<file path="config.mk">
export PLATFORM = sky130hd
export DESIGN_NAME = instr_fetch
export DESIGN_NICKNAME = d
export VERILOG_FILES = /design/src/rtl/instr_fetch.sv
export SDC_FILE = /design/constraint.sdc
export NUM_CORES = 1
export LEC_CHECK = 0
export BUFFER_PORTS_ARGS = -buffer_cell sky130_fd_sc_hd__buf_2
export CAP_MARGIN = 20
export CORE_MARGIN = 2
export CORE_UTILIZATION = 38
export DETAILED_ROUTE_END_ITERATION = 8
export PLACE_DENSITY = 0.78
export SLEW_MARGIN = 20
export SYNTH_ARGS = -nofsm -noshare
export SYNTH_HDL_FRONTEND = slang
export SYNTH_SLANG_ARGS = --single-unit
</file>
<file path="constraint.sdc">
create_clock -name clk -period 1.69 [get_ports clk]
set_input_delay 0.338 -clock clk [delete_from_list [all_inputs] [get_ports clk]]
set_output_delay 0.338 -clock clk [all_outputs]
set_load 0.01 [all_outputs]
</file>
<file path="src/rtl/instr_fetch.sv">
// -----------------------------------------------------------------------------
// instr_fetch
// This is a single-stage instruction fetch unit. The PC register drives the
// instruction memory address. The returned word is captured into ir on the
// next rising edge.
//
// Optional build macro: FETCH_PERF_EN
//   - defined:   fetch_cnt counts instructions loaded into ir (saturating).
//   - undefined: no counter is built, and fetch_cnt reads 16'h0000.
//
// Parameters
//   RESET_PC     PC value loaded on reset
//
// Ports
//   clk          sole clock, rising edge
//   rst_n        synchronous active-low reset, overrides all other inputs
//   enable       leaves IDLE and starts fetching
//   stall        holds PC/ir/ir_pc/ir_valid while in RUN
//   redirect     taken branch/jump: flush ir and load PC from redirect_pc
//   redirect_pc  redirect target
//   imem_addr    instruction memory address (= PC register)
//   imem_rdata   instruction word for imem_addr (combinational memory)
//   ir           registered instruction for decode
//   ir_pc        address ir was fetched from
//   ir_valid     ir holds a real fetched instruction
//   halted       high while in HALTED
//   fetch_cnt    fetched-instruction count
//
// state   | meaning
// --------+-----------------------------------------------------------
// IDLE    | PC held, ir is NOP; waits for enable (redirect loads PC)
// RUN     | fetching one instruction per unstalled cycle
// HALTED  | HALT word captured; ir flushed next cycle, waits for redirect
// -----------------------------------------------------------------------------
module instr_fetch #(
  parameter logic [7:0] RESET_PC = 8'h00
) (
  input  logic        clk,
  input  logic        rst_n,
  input  logic        enable,
  input  logic        stall,
  input  logic        redirect,
  input  logic [7:0]  redirect_pc,
  output logic [7:0]  imem_addr,
  input  logic [15:0] imem_rdata,
  output logic [15:0] ir,
  output logic [7:0]  ir_pc,
  output logic        ir_valid,
  output logic        halted,
  output logic [15:0] fetch_cnt
);

  typedef enum logic [1:0] {
    S_IDLE   = 2'd0,
    S_RUN    = 2'd1,
    S_HALTED = 2'd2
  } state_t;

  state_t      state_q, state_d;
  logic [7:0]  pc_q, pc_d;
  logic [15:0] ir_q, ir_d;
  logic [7:0]  ir_pc_q, ir_pc_d;
  logic        ir_valid_q, ir_valid_d;
  logic        halted_q, halted_d;
  logic        load_fetch;
  logic        is_halt;

  assign is_halt = (imem_rdata[15:11] == 5'b00001);

  always_comb begin
    state_d    = state_q;
    pc_d       = pc_q;
    ir_d       = ir_q;
    ir_pc_d    = ir_pc_q;
    ir_valid_d = ir_valid_q;
    load_fetch = 1'b0;

    case (state_q)
      S_IDLE: begin
        ir_d       = 16'h0000;
        ir_valid_d = 1'b0;
        if (redirect) pc_d = redirect_pc;
        if (enable)   state_d = S_RUN;
      end

      S_RUN: begin
        // Priority: redirect, then stall, then HALT detection, then fetch.
        if (redirect) begin
          pc_d       = redirect_pc;
          ir_d       = 16'h0000;
          ir_valid_d = 1'b0;
        end else if (!stall) begin
          ir_d       = imem_rdata;
          ir_pc_d    = pc_q;
          ir_valid_d = 1'b1;
          load_fetch = 1'b1;
          if (is_halt) state_d = S_HALTED;
          else         pc_d    = pc_q + 8'd1;
        end
      end

      S_HALTED: begin
        // The HALT word remains visible for the entry cycle only. Stall is ignored here.
        if (redirect) begin
          pc_d       = redirect_pc;
          ir_d       = 16'h0000;
          ir_valid_d = 1'b0;
          state_d    = S_RUN;
        end else begin
          ir_d       = 16'h0000;
          ir_valid_d = 1'b0;
        end
      end

      default: begin
        state_d = S_IDLE;
      end
    endcase

    halted_d = (state_d == S_HALTED);
  end

  always_ff @(posedge clk) begin
    if (!rst_n) begin
      state_q    <= S_IDLE;
      pc_q       <= RESET_PC;
      ir_q       <= 16'h0000;
      ir_pc_q    <= 8'h00;
      ir_valid_q <= 1'b0;
      halted_q   <= 1'b0;
    end else begin
      state_q    <= state_d;
      pc_q       <= pc_d;
      ir_q       <= ir_d;
      ir_pc_q    <= ir_pc_d;
      ir_valid_q <= ir_valid_d;
      halted_q   <= halted_d;
    end
  end

  assign imem_addr = pc_q;
  assign ir        = ir_q;
  assign ir_pc     = ir_pc_q;
  assign ir_valid  = ir_valid_q;
  assign halted    = halted_q;

`ifdef FETCH_PERF_EN
  logic [15:0] cnt_q, cnt_d;

  always_comb begin
    cnt_d = cnt_q;
    if (load_fetch && (cnt_q != 16'hFFFF)) cnt_d = cnt_q + 16'd1;
  end

  always_ff @(posedge clk) begin
    if (!rst_n) cnt_q <= 16'h0000;
    else        cnt_q <= cnt_d;
  end

  assign fetch_cnt = cnt_q;
`else
  logic unused_load_fetch;
  assign unused_load_fetch = load_fetch;
  assign fetch_cnt         = 16'h0000;
`endif

endmodule

</file>
* Yosys cells after proc, flatten, opt, wreduce, memory -nomap -nowiden
Cells that the tools add are included.
Cells by class: add/subtract/negate cells 1, bitwise gates (word level) 2, order comparisons 0, multiply operators 0, shift operators 0, reductions and logical operators 6, divide/modulo/power cells 0, equality and inequality tests 7, muxes and demuxes 17
Operator list (number):
- 16-bit two-way mux | 2
- 8-bit two-way mux | 4
- 16-bit one-hot mux with 2 select lines | 1
- 8-bit one-hot mux with 2 select lines | 1
- 2-bit two-way mux | 5
- 8-bit by 1-bit adder with 8-bit output (second input constant) | 1
- 3-bit inequality test (second input constant) | 2
- 2-bit one-hot mux with 3 select lines | 1
- 5-bit by 1-bit == test with 1-bit output (second input constant) | 1
- 2-bit == test (second input constant) | 2
- 4-bit AND reduction | 1
- 3-bit AND reduction | 1
- 2-bit by 1-bit == test with 1-bit output (second input constant) | 1
- 2-bit zero test | 1
- 1-bit two-way mux | 2
- 2-bit by 1-bit inequality test with 1-bit output (second input constant) | 1
- 1-bit NOT | 2
- 1-bit one-hot mux with 2 select lines | 1
- 2-bit AND reduction | 1
- 2-bit nonzero test | 1
- 2-bit OR reduction | 1
Word-level totals: input bits 29, logic and storage cells 39, ROM bits 0, bits in registers 36, memories 0, output and inout port bits 50, memory bits (writable) 0, latch bits 0

* Depth between registers and ports, before layout
Gate-level depths: netlist of run 1.
word-level depth 6, depth in mapped cells 6, depth with buffers taken out 5

* Worst setup path after synthesis of run 1
No wires, ideal clock.
path kind reg-to-reg, start register pc_q[0] (netlist: imem_addr[0]), end register pc_q[4] (netlist: imem_addr[4]), data required time 1.616 ns, path buffers 0, path slack 0.213 ns, cell stages (with the launch flop) 6, period minus slack after synthesis 1.477 ns, library setup time 0.074 ns, data arrival time 1.402 ns, path through dfxtp_1 ha_1 nand3_1 or3_1 a211o_1 o21ai_0
On the way: word-level cells in the longest chain between the ends 5
Ends and longest elaborated chain:
- start, declared | RTL line 60 | logic [7:0] pc_q, pc_d;
- start signal, assigned | RTL line 133 | pc_q <= pc_d;
- 8-bit by 1-bit adder with 8-bit output | RTL line 98 | else pc_d = pc_q + 8'd1;
- 8-bit two-way mux | RTL line 97 | if (is_halt) state_d = S_HALTED;
- 8-bit two-way mux | RTL line 92 | end else if (!stall) begin
- 8-bit two-way mux | RTL line 88 | if (redirect) begin
- 8-bit one-hot mux with 2 select lines | RTL line 78 | case (state_q)
Every way passes these cells. The select of a mux whose other input is x is not followed. A chain may end at the register's enable or synchronous reset.

* Worst setup path after layout of run 1
start register state_q[0], end register pc_q[3] (netlist: imem_addr[3])
On the way: word-level cells in the longest chain between the ends 4, elaborated cells on any way between the ends 10, classes of those cells 5 x eq/ne; 1 x mux; 4 x reduce/logical
Ends and longest elaborated chain:
- start, declared | RTL line 59 | state_t state_q, state_d;
- start signal, assigned | RTL line 132 | state_q <= state_d;
- 2-bit == test or 2-bit zero test (tied branches) | RTL line 78
- 2-bit OR reduction (no source line)
- 2-bit by 1-bit inequality test with 1-bit output (no source line) or 2-bit nonzero test (tied branches)
- 4-bit AND reduction (no source line)
Several ways; a longest one is shown, not always the timed one.

==> flow_summary.toml, run 1 <==
[run_status]
status = "finished clean"

[setup_path]
reg2reg_to = "imem_addr[3]"
startpoint = "state_q[0]"
cp-endpoint = "imem_addr[3]"
cp_max_fo = 11
reg2reg_from = "state_q[0]"
cp_data_required_time_ns = 1.91
cp.arrival_ns = 1.75
setup.worst_path.start_class = "flop"
r2r_slack_ns = 0.16
path_class = "reg2reg"
worstRegToRegCells = 5
endpoint_kind = "flop"

[routing]
met1_length_mm = 1.83
post-route-drc-count = 0
met2_length_mm = 1.86
via_count = 1671
wl_met3_um = 361
top_layer = "met4"
drtAntennaViolNets = 0
wirelength_mm = 4.09
first_pass_iters = 4
drt_iter0_markers = 94
routed_via_density = 4.96
routedWlPerCell_um = 12.1

[timing]
hold_violations = 0
fin_crit_sh_pct = 90.5
min_period_ns = 1.53
slew_violations = 0
tns_ns = 0
fmax_mhz = 654
whs_ns = 0.297
rsz0062_at_grt = "no"
fin_skew_ns = 0.00398
setup_ws_ns = 0.161
setup_viol = 0

[synthesis]
ys_types = 36
synth.yosys.warnings = 0
synth.avg_cell_area_um2 = 7.82
ys_async_sr_fraction_pct = 0
syn_area_um2 = 1670
yosys.area.top_type_share_pct = 43.1
synth.largest_area_cell = "dfxtp_1"
ys_top_cells_by_area = "dfxtp_1, nand2_1, a21oi_1, buf_4, nand3_1"
synth-seq-cells = 36
synth_edf_count = 0
ys.flop_type = "dfxtp_1"
synth_common_cells = "nand2_1, dfxtp_1, a21oi_1"
netlist_instances = 214
ys_seq_area_share_pct = 43.1
yosysMostFrequentCell = "nand2_1"

[placement]
pre_cts_ws_ns = 0.0164
dpl_cell_area_um2 = 2050
port_buffers = 62
place.detailed.instances = 329
routabilityCongestion = 0.809
dp.final_hpwl_mm = 3.04

[die]
initial_core_util_pct = 39.0
core_area_um2 = 4290
die_y_um = 70.4
rows = 24
die_w_um = 70.4
die_area_um2 = 4950
ioPinCount = 79

[clock_tree]
clock_sinks = 36
cts_setup_buffers = 0
cts_buffers = 5
clkSlewWorstSetupHoldPaths_ns = 0.08
htreeDepth = 2
tritoncts = "built"
cts_root_buffer = "clkbuf_8"
clkLatencyLatePin_ns = 0.29
clockBufferDepth = 2

[global_routing]
grt_pass1_wl_mm = 6.88
grt_pass1_vias = 1580
grtUsageTotal_pct = 17.1
overflow = 0
grt_antenna_before_repair = 0
grt_max_degree = 21

[final_layout]
area_growth_pct = 29.5
antennaDiodeCount = 0
drive_gt1_share_pct = 31.6
final_nets = 314
design_area_um2 = 2170
fillCellCount = 433
final_util_pct = 50.4
final_cells = 337

[hold_path]
hp-class = "in2reg"

[pwr]
totalPowerFinal_mw = 1.93
p_leak_nw = 0.981
irDropWorstVdd_v = 0.000481
powerDensity_nw_per_um2 = 893

[job]
drv_cap = 0
## final cells by class
type / count / area (um^2) / share of cell area [%]
multi-input combinational: 161 / 823 / 38.0
clock buffer: 5 / 68.8 / 3.18
sequential: 36 / 721 / 33.3
clock inverter: 3 / 46.3 / 2.14
tap: 52 / 65.1 / 3.00
timing repair buffer: 78 / 434 / 20.0
inverter: 2 / 7.51 / 0.347
## report_power, final
group          switching (mW)  leakage, nW  internal (mW)
logic                   0.143        0.633          0.109
registers              0.0290        0.293          0.877
clock network           0.332       0.0548          0.444
## worst min path at each step
stage,to,slack (ns),startpoint,cells after the start
after floorplan,halted,0.42,redirect,1
after global placement,ir[9],0.44,ir[9],2
after detailed placement,ir[7],0.44,ir[7],2
after CTS,ir[7],0.29,imem_rdata[7],3
after global routing,ir[5],0.29,imem_rdata[5],3
final,ir[7],0.30,imem_rdata[7],3
## routing by layer
layer | track usage (%) | vias to the layer above
met2 | 28.8 | 73
met3 | 5.19 | 4
met5 | 0 | -
met1 | 20.9 | 745
met4 | 5.13 | 0
li1 | - | 849
## placed cells by master (no fill, tap or decap), drive strengths merged, types with 2 or more instances in the layout
master  instances
a211o           2
a21o            2
a21oi          31
buf            78
clkbuf          5
conb           16
dfxtp          36
inv             3
nand2          45
nand2b          3
nand3          18
nor2            7
nor2b           3
nor3            4
nor3b           2
o211ai          2
o21ai           6
o221a           2
o31a            2
o31ai           2
or3             3
## cell families (layout without fill, tap and decap cells)
family,count (synthesis),in the layout,synth area share (%)
AO/OA/AOI/OAI,55,55,20.3
adder cells (fa/ha/maj),1,1,0.748
flip-flops,36,36,43.1
buffers and inverters,32,88,11.1
other,1,16,0.224
AND/OR/NAND/NOR,89,89,24.5
## timing repair
action | 4_1_cts | 5_1_grt
hold buffers | 0 | 0
resized for setup | 0 | 2
setup endpoints to repair | 0 | 3
## critical path, stage by stage (launching register included)
cell and delay (ns):
dfxtp_1 0.40, nand2b_1 0.10, a221o_2 0.50, buf_4 0.18, a211o_1 0.21, o21ai_0 0.06
## state kept, by name, summed over array words and instances, names as in the netlist
name and flops:
ir 16, ir_valid 1, state_q 2, ir_pc 8, halted 1, imem_addr 8
Power figures use the tool's default switching activity.
==> inputs of run 2 (changes only) <==
--- a/config.mk
+++ b/config.mk
@@ -7,8 +7,10 @@
 export LEC_CHECK = 0
 export BUFFER_PORTS_ARGS = -buffer_cell sky130_fd_sc_hd__buf_2
 export CAP_MARGIN = 20
+export CORE_ASPECT_RATIO = 0.6
 export CORE_MARGIN = 2
 export CORE_UTILIZATION = 38
+export CTS_CLUSTER_DIAMETER = 60
 export DETAILED_ROUTE_END_ITERATION = 8
 export PLACE_DENSITY = 0.78
 export SLEW_MARGIN = 20
==> constraint.sdc (replaced) <==
create_clock -name clk -period 1.5 [get_ports clk]
set_input_delay 0.3 -clock clk [delete_from_list [all_inputs] [get_ports clk]]
set_output_delay 0.3 -clock clk [all_outputs]
set_load 0.01 [all_outputs]
==> flow_summary.toml, run 2 (synthesized netlist as in run 1, its figures left out) <==
[setup_path]
path_class = "reg2reg"
reg2reg_to = "imem_addr[4]"
worstRegToRegCells = 5
cp.arrival_ns = 1.66
r2r_slack_ns = 0.05
endpoint_kind = "flop"
reg2reg_from = "state_q[0]"
cp_max_fo = 6
cp_data_required_time_ns = 1.71
setup.worst_path.start_class = "flop"

[timing]
slew_violations = 0
fin_skew_ns = 0.00546
relSlewSlack_pct = 60.3
min_period_ns = 1.45
tightest_slew_ns = 0.595
fin_crit_sh_pct = 96.8
fmax_mhz = 689
setup_viol = 0
hold_violations = 0
rsz0062_at_grt = "yes"
tns_ns = 0

[die]
die_area_um2 = 4970
initial_core_util_pct = 40.2
rows = 18
ioPinCount = 79
die_w_um = 89.7
core_area_um2 = 4170
die_y_um = 55.4

[hold_path]
hp-start = "redirect"
hp-class = "in2reg"
hold_end = "halted"
hold_path_depth = 2

[clock_tree]
clockBufferDepth = 2
clkLatencyLatePin_ns = 0.28
tritoncts = "built"
clkSlewWorstSetupHoldPaths_ns = 0.07
cts_buffers = 5
htreeDepth = 2
clock_sinks = 36
cts_root_buffer = "clkbuf_8"

[global_routing]
grt_pass1_wl_mm = 7.04
grt_pass1_vias = 1549
grtUsageTotal_pct = 17.9
overflow = 0
grt_max_degree = 18
grt_antenna_before_repair = 0

[placement]
dp.final_hpwl_mm = 3.36
port_buffers = 62
routabilityCongestion = 0.857

[job]
drv_cap = 0

[routing]
drt_iter0_markers = 108
via_count = 1746
drtAntennaViolNets = 0
first_pass_iters = 4
wirelength_mm = 4.56
post-route-drc-count = 0
routedWlPerCell_um = 12.8
routed_via_density = 4.90

[final_layout]
largest_reg_flops = 16
antennaDiodeCount = 0
area_growth_pct = 34.3
mostFrequentLayoutCell = "buf_2"
drive_gt1_share_pct = 35.1
fillCellCount = 428
final_nets = 325
mostFrequentLayoutCells = "buf_2, nand2_1, dfxtp_1, a21oi_1, buf_4"

[pwr]
irDropWorstVdd_v = 0.000383
p_leak_nw = 1.03
powerDensity_nw_per_um2 = 899
totalPowerFinal_mw = 2.02

[run_status]
status = "finished clean"
-- run 2: worst max-delay path, stage by stage (launching register included) --
cell and delay, ns:
dfxtp_4 0.39, nand2b_1 0.12, buf_4 0.17, or3_1 0.34
a211o_1 0.29, o21ai_0 0.07
-- run 2: what timing repair did --
action                                  in CTS  in global routing
cloned                                       0                  1
endpoints found under the hold margin        0                  0
buffers inserted                             0                  0
resized for setup                            1                  6
hold buffers                                 0                  0
pin swaps                                    1                  1
endpoints found under the setup margin       5                 21
-- run 2: how the worst max path moves through the flow --
stage,startpoint,end,slack [ns],cells after the start
floorplan,imem_addr[0],imem_addr[4],0.02,5
detailed placement,imem_rdata[11],imem_addr[0],-0.19,6
finish,state_q[0],imem_addr[4],0.05,5
CTS,state_q[0],imem_addr[4],0.005,5
global route,state_q[0],imem_addr[4],-0.02,5
global placement,imem_rdata[11],imem_addr[1],-0.17,7
-- run 2: per-stage QoR --
step	utilization, %	setup slack (ns)	hold slack, ns	instances	instance area (um^2)
after floorplan	-	0.0235	0.379	229	1730
after global placement	51.1	-0.172	0.436	347	2130
after detailed placement	51.1	-0.191	0.444	347	2130
after CTS	53.3	0.00456	0.225	355	2220
after global routing	53.9	-0.0157	0.246	356	2250
final	53.9	0.0478	0.240	356	2250
-- run 2: cell type report --
cell class	count	area [um^2]	share of cell area, %
sequential	36	729	32.5
inverter	2	7.51	0.334
clock buffer	5	68.8	3.06
tap	60	75.1	3.34
clock inverter	3	18.8	0.836
timing repair buffer	88	505	22.5
multi-input combinational	162	841	37.4
-- run 2: power by group --
| group | total (mW) | switching, mW | internal [mW] |
|---|---|---|---|
| logic | 0.318 | 0.173 | 0.145 |
| clock network | 0.677 | 0.354 | 0.324 |
| registers | 1.02 | 0.0348 | 0.989 |
| total | 2.02 | 0.561 | 1.46 |
-- run 2: metal layers --
metal | track usage (%) | vias up | part of all wire (%)
met5 | 0 | - | 0
met4 | 5.97 | 0 | 0.99
met3 | 4.33 | 4 | 7.7
met2 | 25.9 | 64 | 44
met1 | 25.8 | 805 | 47
li1 | - | 873 | -
